[src/rtl/adc_init_seq.sv]
// adc_init_seq: after the power-on-reset FSM releases ADC_INIT_RST, waits a
// power-up delay, then streams NREG 16-bit configuration words from an
// external table to the ADCs over a write-only SPI bus (MSB first, SCLK idle
// low, data stable across each SCLK high phase), and finally raises ADC_RDY.
// Every output is a flop. SEQ_STATE exposes the state register for readback.
module adc_init_seq #(
  parameter int          NREG     = 8,
  parameter int          SCLK_DIV = 4,
  parameter logic [15:0] PWR_DLY  = 16'd1000,
  parameter int          GAP_CYC  = 8
) (
  input  logic        CLK,
  input  logic        EOS,
  input  logic        ADC_INIT_RST,
  input  logic [15:0] ROM_DATA,
  output logic [3:0]  ROM_ADDR,
  output logic        ADC_CS_B,
  output logic        ADC_SCLK,
  output logic        ADC_SDATA,
  output logic        ADC_RDY,
  output logic [2:0]  SEQ_STATE
);

  typedef enum logic [2:0] {
    S_IDLE     = 3'd0,
    S_PWR_WAIT = 3'd1,
    S_LOAD     = 3'd2,
    S_SHIFT    = 3'd3,
    S_GAP      = 3'd4,
    S_READY    = 3'd5
  } state_t;

  localparam logic [15:0] DIV_LAST  = 16'(SCLK_DIV - 1);
  localparam logic [15:0] GAP_LAST  = 16'(GAP_CYC - 1);
  localparam logic [15:0] DLY_LAST  = PWR_DLY - 16'd1;
  localparam logic [3:0]  ADDR_LAST = 4'(NREG - 1);
  // 16 bits -> 32 SCLK edges per word
  localparam logic [5:0]  TOG_LAST  = 6'd32;

  state_t      state;
  logic [15:0] dly_cnt;
  logic [15:0] div_cnt;
  logic [15:0] gap_cnt;
  logic [5:0]  tog_cnt;
  logic [15:0] sreg;

  assign SEQ_STATE = state;

  // Sequencer: reset, the sync restart and illegal state codes all drop the
  // bus to idle at once; there is no attempt to finish a word in flight.
  always_ff @(posedge CLK or negedge EOS) begin
    if (!EOS) begin
      state     <= S_IDLE;
      ADC_CS_B  <= 1'b1;
      ADC_SCLK  <= 1'b0;
      ADC_SDATA <= 1'b0;
      ADC_RDY   <= 1'b0;
      ROM_ADDR  <= 4'd0;
      dly_cnt   <= 16'd0;
      div_cnt   <= 16'd0;
      gap_cnt   <= 16'd0;
      tog_cnt   <= 6'd0;
      sreg      <= 16'd0;
    end else if (ADC_INIT_RST) begin
      state     <= S_IDLE;
      ADC_CS_B  <= 1'b1;
      ADC_SCLK  <= 1'b0;
      ADC_SDATA <= 1'b0;
      ADC_RDY   <= 1'b0;
      ROM_ADDR  <= 4'd0;
      dly_cnt   <= 16'd0;
      div_cnt   <= 16'd0;
      gap_cnt   <= 16'd0;
      tog_cnt   <= 6'd0;
      sreg      <= 16'd0;
    end else begin
      case (state)
        S_IDLE: begin
          dly_cnt <= 16'd0;
          state   <= S_PWR_WAIT;
        end

        S_PWR_WAIT: begin
          if (dly_cnt == DLY_LAST) begin
            dly_cnt <= 16'd0;
            state   <= S_LOAD;
          end else begin
            dly_cnt <= dly_cnt + 16'd1;
          end
        end

        // Chip select drops here; the MSB is presented before the first rise.
        S_LOAD: begin
          sreg      <= ROM_DATA;
          ADC_CS_B  <= 1'b0;
          ADC_SDATA <= ROM_DATA[15];
          ADC_SCLK  <= 1'b0;
          div_cnt   <= 16'd0;
          tog_cnt   <= 6'd0;
          state     <= S_SHIFT;
        end

        // After the 32nd SCLK edge (SCLK back low) the select is held one
        // more cycle, giving a low window of 1 + 32*SCLK_DIV cycles.
        S_SHIFT: begin
          if (tog_cnt == TOG_LAST) begin
            ADC_CS_B  <= 1'b1;
            ADC_SDATA <= 1'b0;
            tog_cnt   <= 6'd0;
            div_cnt   <= 16'd0;
            gap_cnt   <= 16'd0;
            state     <= S_GAP;
          end else if (div_cnt == DIV_LAST) begin
            div_cnt  <= 16'd0;
            ADC_SCLK <= ~ADC_SCLK;
            tog_cnt  <= tog_cnt + 6'd1;
            // Data only moves on the falling edge so it is stable while high.
            if (ADC_SCLK) begin
              sreg      <= {sreg[14:0], 1'b0};
              ADC_SDATA <= sreg[14];
            end
          end else begin
            div_cnt <= div_cnt + 16'd1;
          end
        end

        S_GAP: begin
          if (gap_cnt == GAP_LAST) begin
            gap_cnt <= 16'd0;
            if (ROM_ADDR == ADDR_LAST) begin
              ADC_RDY <= 1'b1;
              state   <= S_READY;
            end else begin
              ROM_ADDR <= ROM_ADDR + 4'd1;
              state    <= S_LOAD;
            end
          end else begin
            gap_cnt <= gap_cnt + 16'd1;
          end
        end

        S_READY: begin
          ADC_RDY   <= 1'b1;
          ADC_CS_B  <= 1'b1;
          ADC_SCLK  <= 1'b0;
          ADC_SDATA <= 1'b0;
        end

        default: begin
          state     <= S_IDLE;
          ADC_CS_B  <= 1'b1;
          ADC_SCLK  <= 1'b0;
          ADC_SDATA <= 1'b0;
          ADC_RDY   <= 1'b0;
          ROM_ADDR  <= 4'd0;
          dly_cnt   <= 16'd0;
          div_cnt   <= 16'd0;
          gap_cnt   <= 16'd0;
          tog_cnt   <= 6'd0;
          sreg      <= 16'd0;
        end
      endcase
    end
  end

endmodule

[config.mk]
export PLATFORM = sky130hd
export DESIGN_NAME = adc_init_seq
export DESIGN_NICKNAME = d
export VERILOG_FILES = /design/src/rtl/adc_init_seq.sv
export SDC_FILE = /design/constraint.sdc
export NUM_CORES = 1
export LEC_CHECK = 0
export BUFFER_PORTS_ARGS = -buffer_cell sky130_fd_sc_hd__buf_2
export CAP_MARGIN = 10
export CORE_UTILIZATION = 57
export CTS_BUF_LIST = sky130_fd_sc_hd__clkbuf_8
export DETAILED_ROUTE_END_ITERATION = 8
export HOLD_SLACK_MARGIN = 0.1
export PLACE_DENSITY_LB_ADDON = 0.05
export SETUP_SLACK_MARGIN = 0.4
export SLEW_MARGIN = 20
export SYNTH_ARGS = -nofsm -noshare
export SYNTH_HDL_FRONTEND = slang
export SYNTH_SLANG_ARGS = --single-unit
[constraint.sdc]
create_clock -name CLK -period 2.3 [get_ports CLK]
set_input_delay 0 -clock CLK [delete_from_list [all_inputs] [get_ports CLK]]
set_output_delay 0 -clock CLK [all_outputs]
set_load 0.1 [all_outputs]
==> flow_metrics.py, run 1 <==
metrics = {
    "sta": {
        "rsz0062_at_grt": "yes",
        "worstMarginPinSlew_ns": 0.9536,
        "maxSlewViolCount": 0,
        "fin_hold_ws_ns": 0.1383,
        "timing.final.crit_period_ns": 1.890,
        "max_freq_mhz": 529.2,
        "skew_ns": 0.01397,
        "finalHoldViolCount": 0,
        "timing.setup.tns_ns": 0,
        "period_share_pct": 82.16,
        "relSlewSlack_pct": 36.22,
        "finalSetupViolCount": 0,
    },
    "global_route": {
        "track_usage_pct": 25.36,
        "grt_pass1_wl_um": 16670,
        "grt_max_degree": 32,
        "globalRouteOverflowTotal": 0,
        "grt_pass1_vias": 3487,
        "antenna_found_initial": 0,
    },
    "synth": {
        "synth-adder-area-share_pct": 1.700,
        "synth_top_family_by_area": "simple AND/OR/NAND/NOR gates",
        "seq_area_frac_synth_pct": 45.37,
        "async_flop_share_pct": 100.0,
        "yosys-top-cells-count": "dfrtp_1, nand2_1, nand3_1, nor2_1",
        "syn-mean-instance-area_um2": 9.415,
        "yosys_warnings": 0,
        "netlist_area_um2": 4415,
        "synth_cell_types": 65,
        "synth_area_leaders": "dfrtp_1, nand2_1, nand3_1, nor2_1, xnor2_1",
        "syn_nets": 494,
        "ys_seq_elements": 80,
        "synth_mux_area_share_pct": 0.7084,
        "post-synth-top-count-cell": "dfrtp_1",
        "yosysTopAreaCell": "dfrtp_1",
        "synthSimpleGateAreaFrac_pct": 25.76,
        "synth_flop_cell": "dfrtp_1",
        "synth_edf_count": 0,
        "yosysTopAreaCellShare_pct": 44.77,
        "synth_compound_area_share_pct": 17.37,
        "yosys.area_share.xor_xnor_pct": 4.732,
        "syn_inst": 469,
    },
    "power": {
        "p_clk_share_pct": 26.8,
        "max-vdd-ir-drop_mv": 0.4678,
        "pwr-share-seq_pct": 41.1,
        "p_switching_mw": 1.557,
        "p_int_mw": 2.582,
        "swShare_pct": 37.61,
        "cellPowerDensity_nw_per_um2": 770.3,
        "combPwrFrac_pct": 32.1,
        "power.leakage_nw": 2.180,
        "total_power_mw": 4.139,
    },
    "clocking": {
        "clk_latency_ns": 0.35,
        "cts.clk_slew.worst_paths_ns": 0.08,
        "cts_inserted_buffers": 9,
        "cts_tree": "built",
        "cts_buffer_depth": 2,
        "h-tree-depth": 3,
        "root_buffer": "clkbuf_8",
        "cts_sinks": 80,
    },
    "layout": {
        "final_cell_area_um2": 5373,
        "areaGrowthSynthToFinish_pct": 21.68,
        "antennaDiodeCount": 0,
        "num-nets-final": 561,
        "drive_above_1_share_pct": 23.66,
    },
    "worst_setup_path": {
        "criticalPathCategory": "reg2reg",
        "arrival_ns": 2.13,
        "required_ns": 2.54,
        "crit_path_max_fanout": 8,
        "worstSetupEndpointType": "flop",
        "crit_path_start_kind": "flop",
    },
    "floorplan": {
        "die_h_um": 90.02,
        "start_util_pct": 59.92,
        "die_w_um": 90.02,
        "core_um2": 7370,
        "die_area_um2": 8103,
        "row_count": 31,
        "io_pins": 30,
    },
    "placement": {
        "dp_hpwl_um": 6115,
        "placed_area_um2": 4634,
        "port_buffers": 29,
        "place_congestion": 0.8499,
    },
    "status": {
        "status": "finished clean",
    },
    "drt": {
        "via_per_inst": 6.045,
        "wire_per_inst_um": 16.26,
        "firstDrtPassIters": 5,
        "num_vias": 3869,
        "wl_um": 10410,
        "drc": 0,
        "ant_nets": 0,
        "dr.first_iter.drc_count": 270,
    },
    "flow_run": {
        "drv_cap": 0,
    },
    "worst_hold_path": {
        "hold_class": "in2reg",
    },
}
==> through the flow <==
stage               std cells  setup WS, ns  utilization, %
floorplan                 469        0.4076               -
global placement          585        0.3486           62.89
detailed placement        585        0.3064           62.89
CTS                       619        0.3400           68.32
global route              640        0.3462           72.90
finish                    640        0.4104           72.90
==> what timing repair did <==
item / in CTS / in global routing
hold endpoints to repair: 94 / 0
cloned: 1 / 5
endpoints found under the setup margin: 34 / 74
pin swaps: 1 / 4
gates resized for setup: 4 / 31
buffers inserted: 0 / 16
hold buffers: 17 / 0
==> placed cells by master, fill, tap and decap left out, types with 8 or more instances in the layout <==
cell type and instances:
xnor2_1 15, dfrtp_1 69, nand3_1 37, o211ai_1 17, dlygate4sd3_1 17, buf_2 29, o21ai_1 14, buf_4 26
clkbuf_8 12, o21ai_0 13, a41oi_1 9, nor2_1 35, inv_1 8, nand2_1 63, a21oi_1 18, a31oi_1 18
==> logic make-up (layout without fill, tap and decap cells) <==
kind of cell	Yosys count	count (layout)
buf+inv	33	101
flops	80	80
fa+ha+maj	6	6
compound gates	111	111
simple gates	213	217
xor+xnor	23	23
mux	3	3
==> state kept, by name, summed over array words and instances (netlist names), 3 cells and up <==
register / count
sreg: 15
SEQ_STATE: 3
dly_cnt: 16
ROM_ADDR: 4
div_cnt: 16
tog_cnt: 6
gap_cnt: 16
==> layout make-up <==
type                            count  area, um^2
Inverter                            9       33.78
Tap cell                           99       123.9
Clock buffer                       12       165.2
Fill cell                         539        1997
Sequential cell                    80        2028
Timing Repair Buffer               76       591.8
Clock inverter                      4       51.30
Multi-Input combinational cell    360        2379
==> layer usage <==
metal / share of wire (%) / track usage, % / vias to the layer above
met5: 0 / 0 / -
met4: 1.2 / 9.946 / 0
met3: 5.1 / 3.723 / 14
met2: 48 / 40.08 / 121
met1: 45 / 35.25 / 1872
li1: - / - / 1862
==> worst max-delay path, cell delays in order (launching register included) <==
cell	delay, ns
dfrtp_1	0.45
nor4_4	0.35
and4_1	0.30
nand4_1	0.10
buf_4	0.18
buf_12	0.14
a32o_1	0.26
==> worst paths after layout <==
check | start | endpoint | slack [ns] | depth (start not counted)
setup reg to reg | div_cnt[6] | sreg[0] | 0.41 | 6
hold / removal | ADC_INIT_RST | ADC_SDATA | 0.14 | 2
hold reg to reg | tog_cnt[4] | tog_cnt[4] | 0.48 | 1
max in group asynchronous | EOS | SEQ_STATE[2] | 0.69 | 3
setup / recovery | div_cnt[6] | sreg[0] | 0.41 | 6
min in group asynchronous | EOS | dly_cnt[0] | 0.24 | 3
==> power groups by stage <==
stage	registers, mW	clock network, mW	logic, mW
after floorplan	1.91	0	0.687
after global placement	1.74	0	1.07
after detailed placement	1.74	0	1.09
after CTS	1.72	1.12	1.13
after global routing	1.72	1.18	1.43
final	1.70	1.11	1.33
Note: power is estimated with default switching activity, not from simulation.
==> inputs of run 2 (changes only) <==
==> constraint.sdc (replaced) <==
create_clock -name CLK -period 1.8 [get_ports CLK]
set_input_delay 0 -clock CLK [delete_from_list [all_inputs] [get_ports CLK]]
set_output_delay 0 -clock CLK [all_outputs]
set_load 0.1 [all_outputs]
==> flow_metrics.py, run 2 (same netlist as run 1, synthesis figures left out) <==
metrics = {
    "status": {
        "status": "complete, but fails checks",
        "violations": "setup timing",
    },
    "sta": {
        "period_share_pct": 102.8,
        "timing.final.crit_period_ns": 1.851,
        "max_freq_mhz": 540.3,
        "relSlewSlack_pct": 65.95,
        "worstMarginPinSlew_ns": 0.5107,
        "fin_hold_ws_ns": 0.1520,
        "finalWorstSetupSlack_ns": -0.05082,
        "rsz0062_at_grt": "yes",
        "skew_ns": 0.006781,
        "maxSlewViolCount": 0,
        "finalSetupViolCount": 16,
        "finalHoldViolCount": 0,
    },
    "power": {
        "p_switching_mw": 2.252,
        "combPwrFrac_pct": 39.2,
        "pwr-share-seq_pct": 36.3,
        "p_clk_share_pct": 24.6,
        "cellPowerDensity_nw_per_um2": 937.9,
        "swShare_pct": 38.22,
        "total_power_mw": 5.893,
        "max-vdd-ir-drop_mv": 0.5505,
        "power.leakage_nw": 2.587,
        "p_int_mw": 3.641,
    },
    "layout": {
        "drive_above_1_share_pct": 40.47,
        "fillers": 363,
        "num-nets-final": 618,
        "final_cell_mix": "dfrtp_1, buf_4, nand2_1, nor2_1, buf_2",
        "areaGrowthSynthToFinish_pct": 42.31,
        "utilization_pct": 85.26,
        "antennaDiodeCount": 0,
        "reg.largest.list": "div_cnt x16, dly_cnt x16, gap_cnt x16",
    },
    "clocking": {
        "h-tree-depth": 3,
        "clk_latency_ns": 0.35,
        "cts.clk_slew.worst_paths_ns": 0.08,
        "cts_sinks": 80,
        "cts_tree": "built",
        "cts_inserted_buffers": 9,
        "root_buffer": "clkbuf_8",
        "cts_buffer_depth": 2,
    },
    "placement": {
        "dp_hpwl_um": 6810,
        "port_buffers": 29,
        "place_congestion": 0.8384,
    },
    "global_route": {
        "grt_max_degree": 45,
        "grt_pass1_vias": 3966,
        "grt_pass1_wl_um": 18760,
        "antenna_found_initial": 0,
        "globalRouteOverflowTotal": 0,
        "track_usage_pct": 28.31,
    },
    "drt": {
        "wl_um": 12820,
        "num_vias": 4299,
        "dr.first_iter.drc_count": 360,
        "firstDrtPassIters": 5,
        "wire_per_inst_um": 18.39,
        "drc": 0,
        "ant_nets": 0,
        "via_per_inst": 6.168,
    },
    "floorplan": {
        "io_pins": 30,
        "core_um2": 7370,
        "die_area_um2": 8103,
        "die_h_um": 90.02,
        "die_w_um": 90.02,
        "start_util_pct": 59.92,
        "row_count": 31,
    },
    "worst_setup_path": {
        "slowest_delay_ns": 0.42,
        "crit_path_start_kind": "flop",
        "path_cells": "inv_2, ha_1, nand4bb_1, buf_4, o21ai_4, o21a_1, nand2_1, o21ai_1",
        "required_ns": 2.08,
        "crit_path_max_fanout": 6,
        "cp-endpoint": "tog_cnt[0]",
        "arrival_ns": 2.13,
        "ff2ff_path_depth": 8,
        "cp_slowest_cell": "dfrtp_1",
        "startpoint": "tog_cnt[1]",
        "worstSetupEndpointType": "flop",
        "rrSetupSlack_ns": -0.05,
        "reg2reg_to": "tog_cnt[0]",
        "criticalPathCategory": "reg2reg",
        "timing.rr.start": "tog_cnt[1]",
    },
    "worst_hold_path": {
        "hold_class": "in2async",
    },
    "flow_run": {
        "drv_cap": 0,
    },
}
[run 2: cell types whose count changed in the layout (fill, tap and decap cells not counted), moves of 5 or more]
cell and delta:
a21oi_1 -7, a21oi_2 +7, a41oi_1 -7, a41oi_2 +7, buf_4 +41, buf_6 +16, nand2_1 -6, nand3_1 -12
nand3_2 +12, o21ai_0 -8, o21ai_2 +5
[run 2: how the worst min path moves through the flow]
stage                      start           to  slack (ns)  cells after the start
finish                       EOS  dly_cnt[12]        0.15                      2
global route        ROM_DATA[15]    ADC_SDATA        0.19                      4
CTS                 ROM_DATA[15]    ADC_SDATA        0.15                      4
detailed placement           EOS  dly_cnt[12]       0.004                      1
global placement             EOS  dly_cnt[12]      -0.005                      1
floorplan                    EOS      ADC_RDY       -0.30                      0
[run 2: area by class of cell]
cell class	instances	area (um^2)	share of cell area, %
clock inverters	6	76.32	1.215
multi-input cells	361	2781	44.27
inverters	9	33.78	0.5376
flip-flops and latches	80	2031	32.32
clock buffers	10	137.6	2.190
repair buffers	132	1100	17.50
well taps	99	123.9	1.971
[run 2: power by group through the flow]
stage	Combinational, mW	Clock (mW)	Sequential [mW]
after floorplan	0.918	0	2.46
after global placement	1.56	0	2.16
after detailed placement	1.59	0	2.17
after CTS	1.86	1.47	2.11
after global routing	2.43	1.54	2.15
final	2.31	1.45	2.14
[run 2: per-stage QoR]
stage          instance area (um^2)  std cells  setup slack, ns  setup TNS (ns)
3_5_place_dp                   4981        622         -0.07159         -0.3180
3_3_place_gp                   4981        622          0.01067               0
5_1_grt                        6284        697          -0.1900          -2.852
2_1_floorplan                  4526        469         -0.06508         -0.5684
4_1_cts                        5648        673          0.03222               0
6_report                       6284        697         -0.05082         -0.2339
[run 2: worst max-delay path: cells and delay by family, from the launching register on]
| kind | cells | cell delay, ns |
|---|---|---|
| AND/OR/NAND/NOR | 2 | 0.30 |
| AO/OA/AOI/OAI | 3 | 0.67 |
| buffers and inverters | 2 | 0.26 |
| adder cells (fa/ha/maj) | 1 | 0.13 |
| flip-flops | 1 | 0.42 |
[run 2: routing by layer]
metal / share of wire [%] / vias to the layer above / track usage [%]
met3: 3.3 / 41 / 3.638
met4: 2.9 / 0 / 12.63
li1: - / 1983 / -
met2: 51 / 131 / 45.99
met1: 43 / 2144 / 37.93
met5: 0 / - / 0
[run 2: what timing repair did]
action                     in CTS  in global routing
buffers inserted               14                 21
pin swaps                      11                 57
hold buffers                   17                  0
setup endpoints to repair      82                 82
gates resized for setup        40                 91
gates cloned                    4                  3
hold endpoints to repair       96                  0
